===== config.mk =====
export PLATFORM = sky130hd
export DESIGN_NAME = switch_input_port
export DESIGN_NICKNAME = d
export VERILOG_FILES = /design/src/rtl/io_pkg.sv /design/src/rtl/sync_chain.sv /design/src/rtl/switch_input_port.sv
export SDC_FILE = /design/constraint.sdc
export NUM_CORES = 1
export LEC_CHECK = 0
export ABC_AREA = 0
export CORE_AREA = 2 2 47 49
export DETAILED_ROUTE_END_ITERATION = 7
export DIE_AREA = 0 0 49 51
export DONT_BUFFER_PORTS = 1
export PLACE_DENSITY = 0.83
export SETUP_SLACK_MARGIN = 0.3
export SLEW_MARGIN = 30
export SYNTH_ARGS = -nofsm -noshare
export SYNTH_HDL_FRONTEND = slang
export SYNTH_SLANG_ARGS = --single-unit

===== constraint.sdc =====
create_clock -name clk -period 1.9 [get_ports clk]
set_input_delay 0.38 -clock clk [delete_from_list [all_inputs] [get_ports clk]]
set_output_delay 0.38 -clock clk [all_outputs]
set_load 0.005 [all_outputs]

===== src/rtl/io_pkg.sv =====
// Shared types for the pico-MIPS I/O path: push-button debounce FSM states.
package io_pkg;

  typedef enum logic [1:0] {
    IDLE    = 2'd0,
    PRESS   = 2'd1,
    HELD    = 2'd2,
    RELEASE = 2'd3
  } btn_state_t;

endpackage


===== src/rtl/sync_chain.sv =====
// Multi-flop synchroniser for asynchronous inputs; STAGES edges of latency.
module sync_chain #(
  parameter int W      = 1,
  parameter int STAGES = 2
) (
  input  logic         clk,
  input  logic         reset,
  input  logic [W-1:0] d,
  output logic [W-1:0] q
);

  logic [W-1:0] stage [STAGES];

  always_ff @(posedge clk or posedge reset) begin
    if (reset) begin
      for (int i = 0; i < STAGES; i++) stage[i] <= '0;
    end else begin
      stage[0] <= d;
      for (int i = 1; i < STAGES; i++) stage[i] <= stage[i-1];
    end
  end

  assign q = stage[STAGES-1];

endmodule


===== src/rtl/switch_input_port.sv =====
// Input end of the pico-MIPS I/O path: debounced button press latches the switch word
// into a holding register read by the datapath's IN strobe.
module switch_input_port
  import io_pkg::*;
#(
  parameter int N               = 8,
  parameter int SYNC_STAGES     = 2,
  parameter int DEBOUNCE_CYCLES = 4
) (
  input  logic         clk,
  input  logic         reset,
  input  logic [N-1:0] sw,
  input  logic         btn,
  input  logic         rd_en,
  output logic [N-1:0] rd_data,
  output logic         valid,
  output logic         overrun
);

  localparam int CW = $clog2(DEBOUNCE_CYCLES) + 1;
  localparam logic [CW-1:0] CNT_LAST = CW'(DEBOUNCE_CYCLES - 1);

  logic [N-1:0]  sw_s;
  logic          btn_s;
  btn_state_t    state, state_next;
  logic [CW-1:0] cnt, cnt_next;
  logic          capture, capture_next;

  sync_chain #(.W(N), .STAGES(SYNC_STAGES)) u_sw_sync (
    .clk(clk), .reset(reset), .d(sw), .q(sw_s)
  );

  sync_chain #(.W(1), .STAGES(SYNC_STAGES)) u_btn_sync (
    .clk(clk), .reset(reset), .d(btn), .q(btn_s)
  );

  always_comb begin
    state_next   = state;
    cnt_next     = cnt;
    capture_next = 1'b0;
    case (state)
      IDLE: begin
        if (btn_s) begin
          state_next = PRESS;
          cnt_next   = '0;
        end
      end
      PRESS: begin
        if (!btn_s) begin
          state_next = IDLE;
        end else if (cnt == CNT_LAST) begin
          state_next   = HELD;
          capture_next = 1'b1;
        end else begin
          cnt_next = cnt + CW'(1);
        end
      end
      HELD: begin
        if (!btn_s) begin
          state_next = RELEASE;
          cnt_next   = '0;
        end
      end
      RELEASE: begin
        // A bounce back high during release returns to HELD without a second capture.
        if (btn_s) begin
          state_next = HELD;
        end else if (cnt == CNT_LAST) begin
          state_next = IDLE;
        end else begin
          cnt_next = cnt + CW'(1);
        end
      end
      default: state_next = IDLE;
    endcase
  end

  always_ff @(posedge clk or posedge reset) begin
    if (reset) begin
      state   <= IDLE;
      cnt     <= '0;
      capture <= 1'b0;
    end else begin
      state   <= state_next;
      cnt     <= cnt_next;
      capture <= capture_next;
    end
  end

  // Reader handshake: valid marks an unread word; an rd_en edge with valid=1 consumes it.
  // A capture on the same edge as a read wins, so the new word stays valid.
  always_ff @(posedge clk or posedge reset) begin
    if (reset) begin
      rd_data <= '0;
      valid   <= 1'b0;
      overrun <= 1'b0;
    end else if (capture) begin
      rd_data <= sw_s;
      valid   <= 1'b1;
      if (valid && !rd_en) overrun <= 1'b1;
      else if (valid && rd_en) overrun <= 1'b0;
    end else if (rd_en && valid) begin
      valid   <= 1'b0;
      overrun <= 1'b0;
    end
  end

endmodule

### Word-level counts from Yosys, hierarchy flattened

Index checks and enable logic that the tools add are counted.

| cells by class | value |
|---|---|
| multiplexer cells | 21 |
| eq/ne operators | 10 |
| add/sub/neg operators | 1 |
| reductions and logical operators | 7 |

Operator list:

| kind | number |
|---|---|
| 2-to-1 mux 3 bit | 5 |
| 2-to-1 mux 2 bit | 6 |
| case mux 3 bit (4 select lines) | 1 |
| 2-to-1 mux 1 bit | 8 |
| case mux 2 bit (4 select lines) | 1 |
| AND reduction 4 bit | 2 |
| == test 2 bit (second input constant) | 2 |
| != test 2 x 1 -> 1 bit (second input constant) | 2 |
| != test 2 bit (second input constant) | 2 |
| adder 3 x 1 -> 3 bit (second input constant) | 1 |
| == test 3 x 2 -> 1 bit (second input constant) | 1 |
| != test 3 x 2 -> 1 bit (second input constant) | 1 |
| != test 3 bit (second input constant) | 1 |
| == test 2 x 1 -> 1 bit (second input constant) | 1 |
| logical AND 1 bit | 2 |
| logical NOT 2 bit | 1 |
| nonzero test 2 bit | 1 |
| logical NOT 1 bit | 1 |

| storage, ports and cells | value |
|---|---|
| input bits | 12 |
| register bits | 34 |

### Logic depth before layout (Yosys ltp)

Gate-level depths: netlist of run 1.

| depth | value |
|---|---|
| word-level depth | 4 |
| gate-level depth with buffers | 5 |
| depth with buffers taken out | 5 |

### Modules after synthesis

Synthesis of run 1 repeated with hierarchy kept, for this count alone.

| second synthesis, totals | value |
|---|---|
| cells, all modules | 75 |
| area, all modules | 1177.4 um^2 |

By module, submodules not included:

| module | cells each | area an instance (um^2) | seq. area each (um^2) | times used |
|---|---|---|---|---|
| switch_input_port | 47 | 659.4 | 400.4 | 1 |
| sync_chain (u_sw_sync) | 25 | 464.2 | 400.4 | 1 |
| sync_chain (u_btn_sync) | 3 | 53.8 | 50.0 | 1 |

### Least setup slack after synthesis of run 1

OpenSTA, ideal clock, no wires.

| timing path | value |
|---|---|
| path kind | register to register |
| start point | register cnt[0] |
| end point | register cnt[2] |
| setup slack | 0.571 ns |
| cell stages (with the launch flop) | 6 |
| arrival time | 1.200 ns |
| cells stage by stage | dfrtp_1 -> ha_1 -> ha_1 -> and2_1 -> o21ai_0 -> o41ai_1 |

| between the ends | value |
|---|---|
| cells in the longest elaborated chain, start to end | 4 |
| elaborated cells between the ends (all ways) | 6 |
| classes of those cells | 1 x add/sub; 1 x eq/ne; 4 x mux |

Ends and longest elaborated chain:

| element | RTL line | text |
|---|---|---|
| start, declared | switch_input_port.sv:26 | `logic [CW-1:0] cnt, cnt_next;` |
| start signal, assigned | switch_input_port.sv:85 | `cnt <= cnt_next;` |
| adder 3 x 1 -> 3 bit / == test 3 x 2 -> 1 bit (equally long branches) | -- |  |
| 2-to-1 mux 3 bit (*) | switch_input_port.sv:51, switch_input_port.sv:68 |  |
| 2-to-1 mux 3 bit, on equally long branches | switch_input_port.sv:66, switch_input_port.sv:49 |  |
| case mux 3 bit (4 select lines) (*) | switch_input_port.sv:41 | `case (state)` |

Every way passes the cells marked *; elsewhere a longest branch is shown, timed or not. The select of a mux whose other input is x is not followed.
A chain may end at the register's enable or synchronous reset.

### Worst setup path in the final report of run 1

Ends and elaborated chain as after synthesis.

==> impl_metrics.py, run 1 <==
metrics = {
    "setup_path": {
        "worst_ep_required_time_ns": 2.11,
        "cp-start-kind": "flip-flop",
        "timing.reg2reg.setup_slack_ns": 0.42,
        "worst-endpoint-arrival_ns": 1.68,
        "crit_path_end_kind": "flip-flop",
        "r2r_end": "cnt[2]",
        "timing.critical_path.fanout_max": 5,
        "timing.setup.critical_path_class": "reg2reg",
        "r2r_start": "cnt[0]",
        "r2r_cells": 5,
    },
    "sta": {
        "relSlewSlack": 0.734,
        "setup_viol_count_final": 0,
        "grt_setup_unrepaired": "no",
        "finalWorstPathRequiredPeriod_ns": 1.48,
        "max_clk_rate_mhz": 677,
        "final_max_slew_viols": 0,
        "worstMarginPinSlew_ns": 0.399,
        "layout_worst_path_cycle_share": 0.778,
        "hold_viol_final": 0,
        "final.setup_skew_ns": 0.00840,
        "final.setup.tns_ns": 0,
    },
    "die": {
        "initial_core_util": 0.544,
        "die-height_um": 51,
        "chipWidth_um": 49,
        "core_mm2": 0.00206,
        "die_area_mm2": 0.00250,
        "io_pins": 22,
        "rows": 17,
    },
    "layout": {
        "mostFrequentLayoutCell": "dfrtp_1",
        "n_antenna_cell": 0,
        "drive_above_1_share": 0.253,
        "layout_common_cells": "34 x dfrtp_1, 9 x mux2_2, 5 x clkbuf_4",
        "nFillCells": 172,
        "final_design_area_no_fill_mm2": 0.00121,
        "final_net_count": 90,
        "area_growth_syn_to_layout_pct": 7.58,
    },
    "route": {
        "vias_per_cell": 5.19,
        "drc": 0,
        "final_antenna_net_count": 0,
        "wirelength_um": 1380,
        "drt-pass1-iter-count": 4,
        "drt-wirelength-per-cell_um": 13.4,
        "detailroute.via_count": 535,
        "drtIter0Drc": 5,
    },
    "synthesis": {
        "synth.ff_latch_count": 34,
        "synth_fp_nets": 83,
        "synth.avg_cell_area_um2": 16.5,
        "ys_seq_area_frac": 0.758,
        "synth-warning-count": 0,
        "yosysUniqueCellTypes": 16,
        "netlist_area_mm2": 0.00112,
        "post_synth_inst_count": 68,
    },
    "clocking": {
        "post_cts_hold_buffer_count": 0,
        "clock_tree.htree_level_count": 2,
        "numClockSinks": 34,
        "clock_root_buffer": "clkbuf_4",
        "tritoncts": "done",
        "cts-buffers-inserted": 5,
        "clock_path_buffers": 2,
        "cts_repair_resize_count": 0,
        "postCtsSetupRepairBufs": 0,
        "clk_transition_reported_paths_ns": 0.09,
        "worst_skew_pair_latency_ns": 0.32,
    },
    "job": {
        "max-cap-violations": 0,
    },
    "place": {
        "detailed_place.area_mm2": 0.00116,
        "place_hpwl_um": 954,
        "numPortBuffers": 0,
        "finalWeightedCongestion": 0.653,
    },
    "outcome": {
        "result_of_the_run": "completed",
    },
    "grt": {
        "grt-ovfl-total": 0,
        "grt_first_pass_wirelength_um": 2320,
        "grt_pass1_vias": 522,
        "maximum_number_of_pins_on_one_net_before_global_route_repair": 35,
        "antenna_violations_before_repair": 0,
        "globalRouteTotalUtil": 0.136,
    },
    "power": {
        "total_leakage_power_nw": 0.591,
        "vdd_drop_max_mv": 0.873,
        "power.density_mw_per_mm2": 1240,
    },
    "min_path": {
        "holdCritPathClass": "in2async",
    },
}
==> registers in the layout, indices dropped and copies added (netlist names), named ones only <==
name and flops:
u_btn_sync.q 1, rd_data 8, cnt 3, state 1, valid 1, u_btn_sync.stage 1
capture 1, u_sw_sync.q 8, u_sw_sync.stage 8
==> synthesized netlist by cell type (all sizes together) <==
cell type  count  area (um2)
and2           1        6.26
mux2           9         101
nor3           1        5.00
dfrtp         34         851
and3b          1        10.0
and3           1        6.26
xnor2          1        16.3
buf            1        5.00
o21ai          2        10.0
nand2          2        7.51
a21o           1        7.51
nand2b         1        6.26
ha             3        37.5
inv            4        15.0
o41ai          2        17.5
a21oi          4        20.0
==> logic make-up after synthesis <==
group	after synthesis	synth area share
fa+ha+maj	3	0.0334
simple gates	7	0.0368
xor+xnor	1	0.0145
mux	9	0.0903
flops	34	0.758
buf+inv	5	0.0178
compound gates	9	0.0491
==> stage by stage <==
| step | cells | hold slack [ns] | utilization | worst slack, ns | total power [mW] |
|---|---|---|---|---|---|
| 6_report | 103 | 0.0248 | 0.585 | 0.422 | 1.50 |
| 3_5_place_dp | 96 | 0.335 | 0.562 | 0.454 | 1.18 |
| 5_1_grt | 103 | 0.0373 | 0.585 | 0.347 | 1.61 |
| 4_1_cts | 103 | 0.0261 | 0.585 | 0.437 | 1.53 |
| 2_1_floorplan | 68 | 0.331 | - | 0.571 | 1.11 |
| 3_3_place_gp | 96 | 0.333 | 0.562 | 0.537 | 1.15 |
==> report_power, final <==
| group | switching (mW) | internal (mW) | total (mW) |
|---|---|---|---|
| Sequential | 0.0963 | 0.848 | 0.944 |
| Combinational | 0.0985 | 0.112 | 0.211 |
| Clock | 0.211 | 0.133 | 0.344 |
==> area by class of cell <==
class,instances,area [um2],share of cell area
multi-input cells,29,251,0.208
flip-flops and latches,34,851,0.705
clock buffers,5,37.5,0.0311
inverters,4,15.0,0.0124
well taps,28,35.0,0.0290
clock inverters,2,10.0,0.00829
repair buffers,1,7.51,0.00622
==> per-layer routing <==
layer	part of all wire	vias up	GRT usage	routed length, um
met5	0	-	0	0
li1	-	244	-	-
met3	0.12	4	0.0936	163
met2	0.43	26	0.183	596
met1	0.43	261	0.162	589
met4	0.023	0	0.0714	32
==> worst max-delay path: stages (launching register included) <==
cell and delay (ns):
dfrtp_1 0.42, ha_1 0.24, ha_1 0.24, and2_1 0.20, o21ai_0 0.17, o41ai_1 0.10
==> worst max-delay path by stage <==
stage	cells past startpoint	startpoint	slack, ns	endpoint
after floorplan	5	cnt[0]	0.57	cnt[2]
after global placement	5	cnt[0]	0.54	cnt[2]
after detailed placement	5	cnt[0]	0.45	cnt[2]
after CTS	5	cnt[0]	0.44	cnt[2]
after global routing	5	cnt[0]	0.35	cnt[2]
final	5	cnt[0]	0.42	cnt[2]
(Power assumes the default switching activity.)
==> run 2, diff against run 1 <==
Settings changed: ABC_AREA 0 to 1, CORE_AREA 2 2 47 49 to 2 2 50 52, DIE_AREA 0 0 49 51 to 0 0 52 54, PLACE_DENSITY 0.83 to 0.8.
Clock period 1.9 ns to 1.21 ns, I/O delays scaled along.
==> run 2 against run 1 <==
Compared with the run above: the flow now finishes with violations (negative hold slack); synthesized cell count is 47% higher; synthesized area up 3.1%; sequential power increased by 57%.
==> impl_metrics.py, run 2 <==
metrics = {
    "sta": {
        "final.setup_skew_ns": 0.00921,
        "relSlewSlack": 0.549,
        "max_clk_rate_mhz": 868,
        "setup_viol_count_final": 0,
        "grt_setup_unrepaired": "yes",
        "final_max_slew_viols": 0,
        "fin_worst_hold_slack_ns": -0.138,
        "final.setup.tns_ns": 0,
        "finalWorstPathRequiredPeriod_ns": 1.15,
        "layout_setup_ws_ns": 0.0578,
        "worstMarginPinSlew_ns": 0.676,
        "layout_worst_path_cycle_share": 0.952,
        "hold_viol_final": 34,
    },
    "die": {
        "die-height_um": 54,
        "chipWidth_um": 52,
        "initial_core_util": 0.499,
        "die_area_mm2": 0.00281,
        "core_mm2": 0.00232,
        "io_pins": 22,
        "rows": 18,
    },
    "setup_path": {
        "cp_top_family": "flip-flops",
        "crit_path_end_kind": "flip-flop",
        "worst-path-buf-inv": 0,
        "worst-endpoint-arrival_ns": 1.39,
        "timing.setup.critical_path_class": "reg2reg",
        "timing.critical_path.fanout_max": 5,
        "cp-start-kind": "flip-flop",
        "crit_path_max_incr_delay_ns": 0.43,
        "worst_ep_required_time_ns": 1.45,
        "timing.critical_path.slowest_stage_cell": "dfrtp_1",
        "cp_cell_instances": "ha_4 -> ha_4 -> nand2_4 -> nand3_4 -> nand2_1 -> nand2_1",
    },
    "grt": {
        "grt_first_pass_wirelength_um": 3040,
        "maximum_number_of_pins_on_one_net_before_global_route_repair": 35,
        "antenna_violations_before_repair": 0,
        "globalRouteTotalUtil": 0.163,
        "grt-ovfl-total": 0,
        "grt_pass1_vias": 715,
    },
    "route": {
        "vias_per_cell": 4.70,
        "wirelength_um": 1740,
        "drtIter0Drc": 14,
        "drt-wirelength-per-cell_um": 11.6,
        "detailroute.via_count": 705,
        "final_antenna_net_count": 0,
        "drt-pass1-iter-count": 4,
        "drc": 0,
    },
    "synthesis": {
        "async_reset_ff_frac": 1.00,
        "synth_ff_type": "dfrtp_1",
        "synth-warning-count": 0,
        "synth.avg_cell_area_um2": 11.6,
        "yosys.area.top_type": "dfrtp_1",
        "synth_edf_count": 0,
        "post-synth-top-area-fraction": 0.735,
        "netlist_top_cells_area": "dfrtp_1 74%, nand2_1 12%, ha_1 3.2%, inv_1 2.6%, nand2_2 1.6%",
        "ys_top_cells_by_count": "38 x nand2_1, 34 x dfrtp_1, 8 x inv_1",
        "synth_fp_nets": 115,
        "synth.ff_latch_count": 34,
        "netlist_area_mm2": 0.00116,
        "yosysUniqueCellTypes": 13,
        "ys_seq_area_frac": 0.735,
        "leading_cell_type_by_number_of_instances_after_synthesis": "nand2_1",
        "post_synth_inst_count": 100,
    },
    "layout": {
        "area_growth_syn_to_layout_pct": 24.1,
        "layout_common_cells": "36 x nand2_1, 33 x dfrtp_1, 9 x dlygate4sd3_1",
        "finalNonFillerCells": 150,
        "final_net_count": 134,
        "drive_above_1_share": 0.225,
        "n_antenna_cell": 0,
        "mostFrequentLayoutCell": "nand2_1",
    },
    "power": {
        "report.power.total_mw": 2.55,
        "power.density_mw_per_mm2": 1780,
        "total_leakage_power_nw": 0.723,
        "vdd_drop_max_mv": 1.22,
    },
    "place": {
        "placedCellCount": 129,
        "numPortBuffers": 0,
        "place_hpwl_um": 1150,
        "finalWeightedCongestion": 0.695,
        "place_worst_setup_slack_ns": 0.0581,
    },
    "clocking": {
        "numClockSinks": 34,
        "worst_skew_pair_latency_ns": 0.33,
        "clock_root_buffer": "clkbuf_4",
        "clock_tree.htree_level_count": 2,
        "cts-buffers-inserted": 5,
        "tritoncts": "done",
        "clock_path_buffers": 2,
        "clk_transition_reported_paths_ns": 0.10,
        "post_cts_hold_buffer_count": 9,
    },
    "outcome": {
        "violated_checks": "negative hold slack",
        "result_of_the_run": "finished, violations left",
    },
    "job": {
        "max-cap-violations": 0,
    },
    "min_path": {
        "holdCritPathClass": "in2async",
    },
}
[run 2: changes by cell type after synthesis, sizes merged, moves of 2 or more]
cell	change
nand2	+39
mux2	-9
inv	+6
a21oi	-4
nand3	+4
nor2	+3
o41ai	-2
[run 2: worst register-to-register path: stages, from the launching register on]
cell and delay, ns:
dfrtp_1 0.43, ha_4 0.19, ha_4 0.16, nand2_4 0.08, nand3_4 0.08, nand2_1 0.07, nand2_1 0.05
[run 2: routing by layer]
| layer | vias to the layer above | GRT usage | share of wire | wire (um) |
|---|---|---|---|---|
| li1 | 344 | - | - | - |
| met1 | 332 | 0.162 | 0.40 | 700 |
| met2 | 20 | 0.268 | 0.50 | 864 |
| met3 | 9 | 0.0917 | 0.068 | 119 |
| met4 | 0 | 0.0921 | 0.033 | 57 |
| met5 | - | 0 | 0 | 0 |
[run 2: what timing repair did]
action | in CTS | in global routing
hold endpoints to repair | 43 | 34
setup buffers | 3 | 1
setup endpoints to repair | 26 | 19
resized for setup | 4 | 5
pin swaps | 2 | 0
[run 2: layout make-up]
type | instances | area (um2)
fill | 173 | 883
clock buffer | 6 | 51.3
tap | 30 | 37.5
multi-input combinational | 55 | 309
sequential | 34 | 852
inverter | 10 | 41.3
clock inverter | 2 | 12.5
timing repair buffer | 13 | 133
[run 2: where the power goes]
part | internal (mW) | switching (mW)
logic | 0.207 | 0.231
registers | 1.32 | 0.153
clock network | 0.279 | 0.359
[run 2: per-stage QoR]
| step | util | instance area (um2) |
|---|---|---|
| CTS | 0.603 | 1400 |
| floorplan | - | 1180 |
| detailed placement | 0.520 | 1210 |
| global route | 0.619 | 1440 |
| global placement | 0.520 | 1210 |
| finish | 0.619 | 1440 |
[run 2: worst paths after layout]
check                                    startpoint        endpoint  slack [ns]  cells past startpoint
worst min-delay path                          reset      rd_data[5]       -0.14                      1
min in group clk                              rd_en           valid        0.01                      1
max in group asynchronous                     reset         capture        0.94                      1
worst min register to register  u_sw_sync.stage[14]  u_sw_sync.q[6]        0.35                      0
worst max-delay path                         cnt[0]          cnt[1]        0.06                      6
worst max register to register               cnt[0]          cnt[1]        0.06                      6
[run 2: cells by family (layout without fill, tap and decap cells)]
| logic type | after synthesis | in the layout | share of synthesized area |
|---|---|---|---|
| AO/OA/AOI/OAI | 4 | 4 | 0.0195 |
| flip-flops | 34 | 34 | 0.735 |
| adder cells (fa/ha/maj) | 3 | 3 | 0.0324 |
| AND/OR/NAND/NOR | 48 | 48 | 0.171 |
| buffers and inverters | 11 | 31 | 0.0422 |
==> run 3, diff against run 2 <==
Settings changed: RECOVER_POWER from default to 100.
==> run 3 against run 2 <==
Compared with the run above: final cell count did not move; first-iteration DRC count grew 7.1%; largest power group unchanged; clock skew barely moved; critical path depth unchanged; via count shrank 0.28%; the run still ends with negative hold slack left; core utilization down 0.81 points; sequential share of layout area increased by 0.79 points; highest routed layer unchanged; sequential cell count unchanged; die area unchanged.
==> impl_metrics.py, run 3 (synthesized netlist as in run 2, its figures left out) <==
metrics = {
    "sta": {
        "final.setup.tns_ns": 0,
        "worstMarginPinSlew_ns": 0.676,
        "relSlewSlack": 0.549,
        "finalWorstPathRequiredPeriod_ns": 1.15,
        "layout_worst_path_cycle_share": 0.952,
        "final.setup_skew_ns": 0.00914,
        "fin_worst_hold_slack_ns": -0.138,
        "max_clk_rate_mhz": 868,
        "grt_setup_unrepaired": "yes",
        "hold_viol_final": 34,
        "setup_viol_count_final": 0,
        "final_max_slew_viols": 0,
    },
    "clocking": {
        "clock_path_buffers": 2,
        "post_cts_hold_buffer_count": 9,
        "numClockSinks": 34,
        "tritoncts": "done",
        "worst_skew_pair_latency_ns": 0.33,
        "cts-buffers-inserted": 5,
        "clock_tree.htree_level_count": 2,
        "clk_transition_reported_paths_ns": 0.10,
        "clock_root_buffer": "clkbuf_4",
    },
    "setup_path": {
        "crit_path_max_incr_delay_ns": 0.43,
        "timing.setup.critical_path_class": "reg2reg",
        "timing.critical_path.fanout_max": 5,
        "timing.critical_path.slowest_stage_cell": "dfrtp_1",
        "r2r_start": "cnt[0]",
        "worst-endpoint-arrival_ns": 1.39,
        "r2r_cells": 6,
        "r2r_end": "cnt[1]",
        "worst_ep_required_time_ns": 1.45,
        "cp-start-kind": "flip-flop",
        "timing.reg2reg.setup_slack_ns": 0.06,
        "crit_path_end_kind": "flip-flop",
        "cp_cell_instances": "ha_4 -> ha_4 -> nand2_4 -> nand3_4 -> nand2_1 -> nand2_1",
    },
    "layout": {
        "mostFrequentLayoutCell": "nand2_1",
        "area_growth_syn_to_layout_pct": 22.5,
        "layout_common_cells": "36 x nand2_1, 33 x dfrtp_1, 9 x dlygate4sd3_1",
        "final_net_count": 134,
        "n_antenna_cell": 0,
        "drive_above_1_share": 0.200,
    },
    "route": {
        "wirelength_um": 1740,
        "final_antenna_net_count": 0,
        "drt-pass1-iter-count": 4,
        "detailroute.via_count": 703,
        "drtIter0Drc": 15,
        "vias_per_cell": 4.69,
        "drc": 0,
        "drt-wirelength-per-cell_um": 11.6,
    },
    "die": {
        "initial_core_util": 0.499,
        "die_area_mm2": 0.00281,
        "rows": 18,
        "die-height_um": 54,
        "core_mm2": 0.00232,
        "chipWidth_um": 52,
        "io_pins": 22,
    },
    "outcome": {
        "result_of_the_run": "finished, violations left",
        "violated_checks": "negative hold slack",
    },
    "power": {
        "vdd_drop_max_mv": 1.22,
        "total_leakage_power_nw": 0.717,
        "report.power.total_mw": 2.55,
        "power.density_mw_per_mm2": 1800,
    },
    "place": {
        "numPortBuffers": 0,
        "place_hpwl_um": 1150,
        "finalWeightedCongestion": 0.695,
    },
    "job": {
        "max-cap-violations": 0,
    },
    "grt": {
        "grt_pass1_vias": 715,
        "maximum_number_of_pins_on_one_net_before_global_route_repair": 35,
        "antenna_violations_before_repair": 0,
        "grt_first_pass_wirelength_um": 3040,
        "grt-ovfl-total": 0,
        "globalRouteTotalUtil": 0.163,
    },
    "min_path": {
        "holdCritPathClass": "in2async",
    },
}
-- run 3: changes by cell type in the layout (fill, tap and decap cells not counted), sizes merged --
cell	previous run	this run
clkbuf	6	7
buf	4	3
-- run 3: layout make-up --
cell class | instances | area [um2]
Multi-Input combinational cell | 55 | 307
Inverter | 10 | 41.3
Timing Repair Buffer | 13 | 116
Fill cell | 176 | 902
Tap cell | 30 | 37.5
Sequential cell | 34 | 852
Clock buffer | 6 | 51.3
Clock inverter | 2 | 12.5
-- run 3: how the worst max path moves through the flow --
stage,startpoint,to
2_1_floorplan,cnt[0],cnt[0]
5_1_grt,cnt[1],cnt[1]
4_1_cts,cnt[0],cnt[1]
3_5_place_dp,cnt[0],cnt[0]
3_3_place_gp,cnt[0],cnt[0]
6_report,cnt[0],cnt[1]
-- run 3: worst max-delay path, delay by kind of cell (launching register included) --
family	cells	cell delay [ns]
adders and majority gates	2	0.35
DFF	1	0.43
and+or+nand+nor	4	0.28
-- run 3: per-layer routing --
layer  share of wire  track usage  up-vias
met1            0.40        0.162      330
met4           0.033       0.0921        0
li1                -            -      344
met3           0.068       0.0917        9
met2            0.50        0.268       20
met5               0            0        -
-- run 3: stage by stage --
stage                     instances  hold WS, ns   util  setup WS (ns)  cell area (um2)
after CTS                       149       -0.129  0.603         0.0610             1400
after global placement          129        0.239  0.520          0.114             1210
final                           150       -0.138  0.611         0.0577             1420
after detailed placement        129        0.249  0.520         0.0581             1210
after global routing            150      -0.0954  0.611         0.0132             1420
after floorplan                 100        0.183      -          0.138             1180
-- run 3: timing repair --
item / CTS / global route
gates resized for setup: 4 / 5
pin swaps: 2 / 0
setup buffers: 3 / 1
cloned: 0 / 0
endpoints found under the setup margin: 26 / 19
hold endpoints to repair: 43 / 34
-- run 3: where the power goes --
group	total [mW]	switching, mW	leakage [nW]	internal (mW)
clock network	0.638	0.359	0.0343	0.279
registers	1.48	0.153	0.423	1.32
logic	0.434	0.231	0.260	0.203
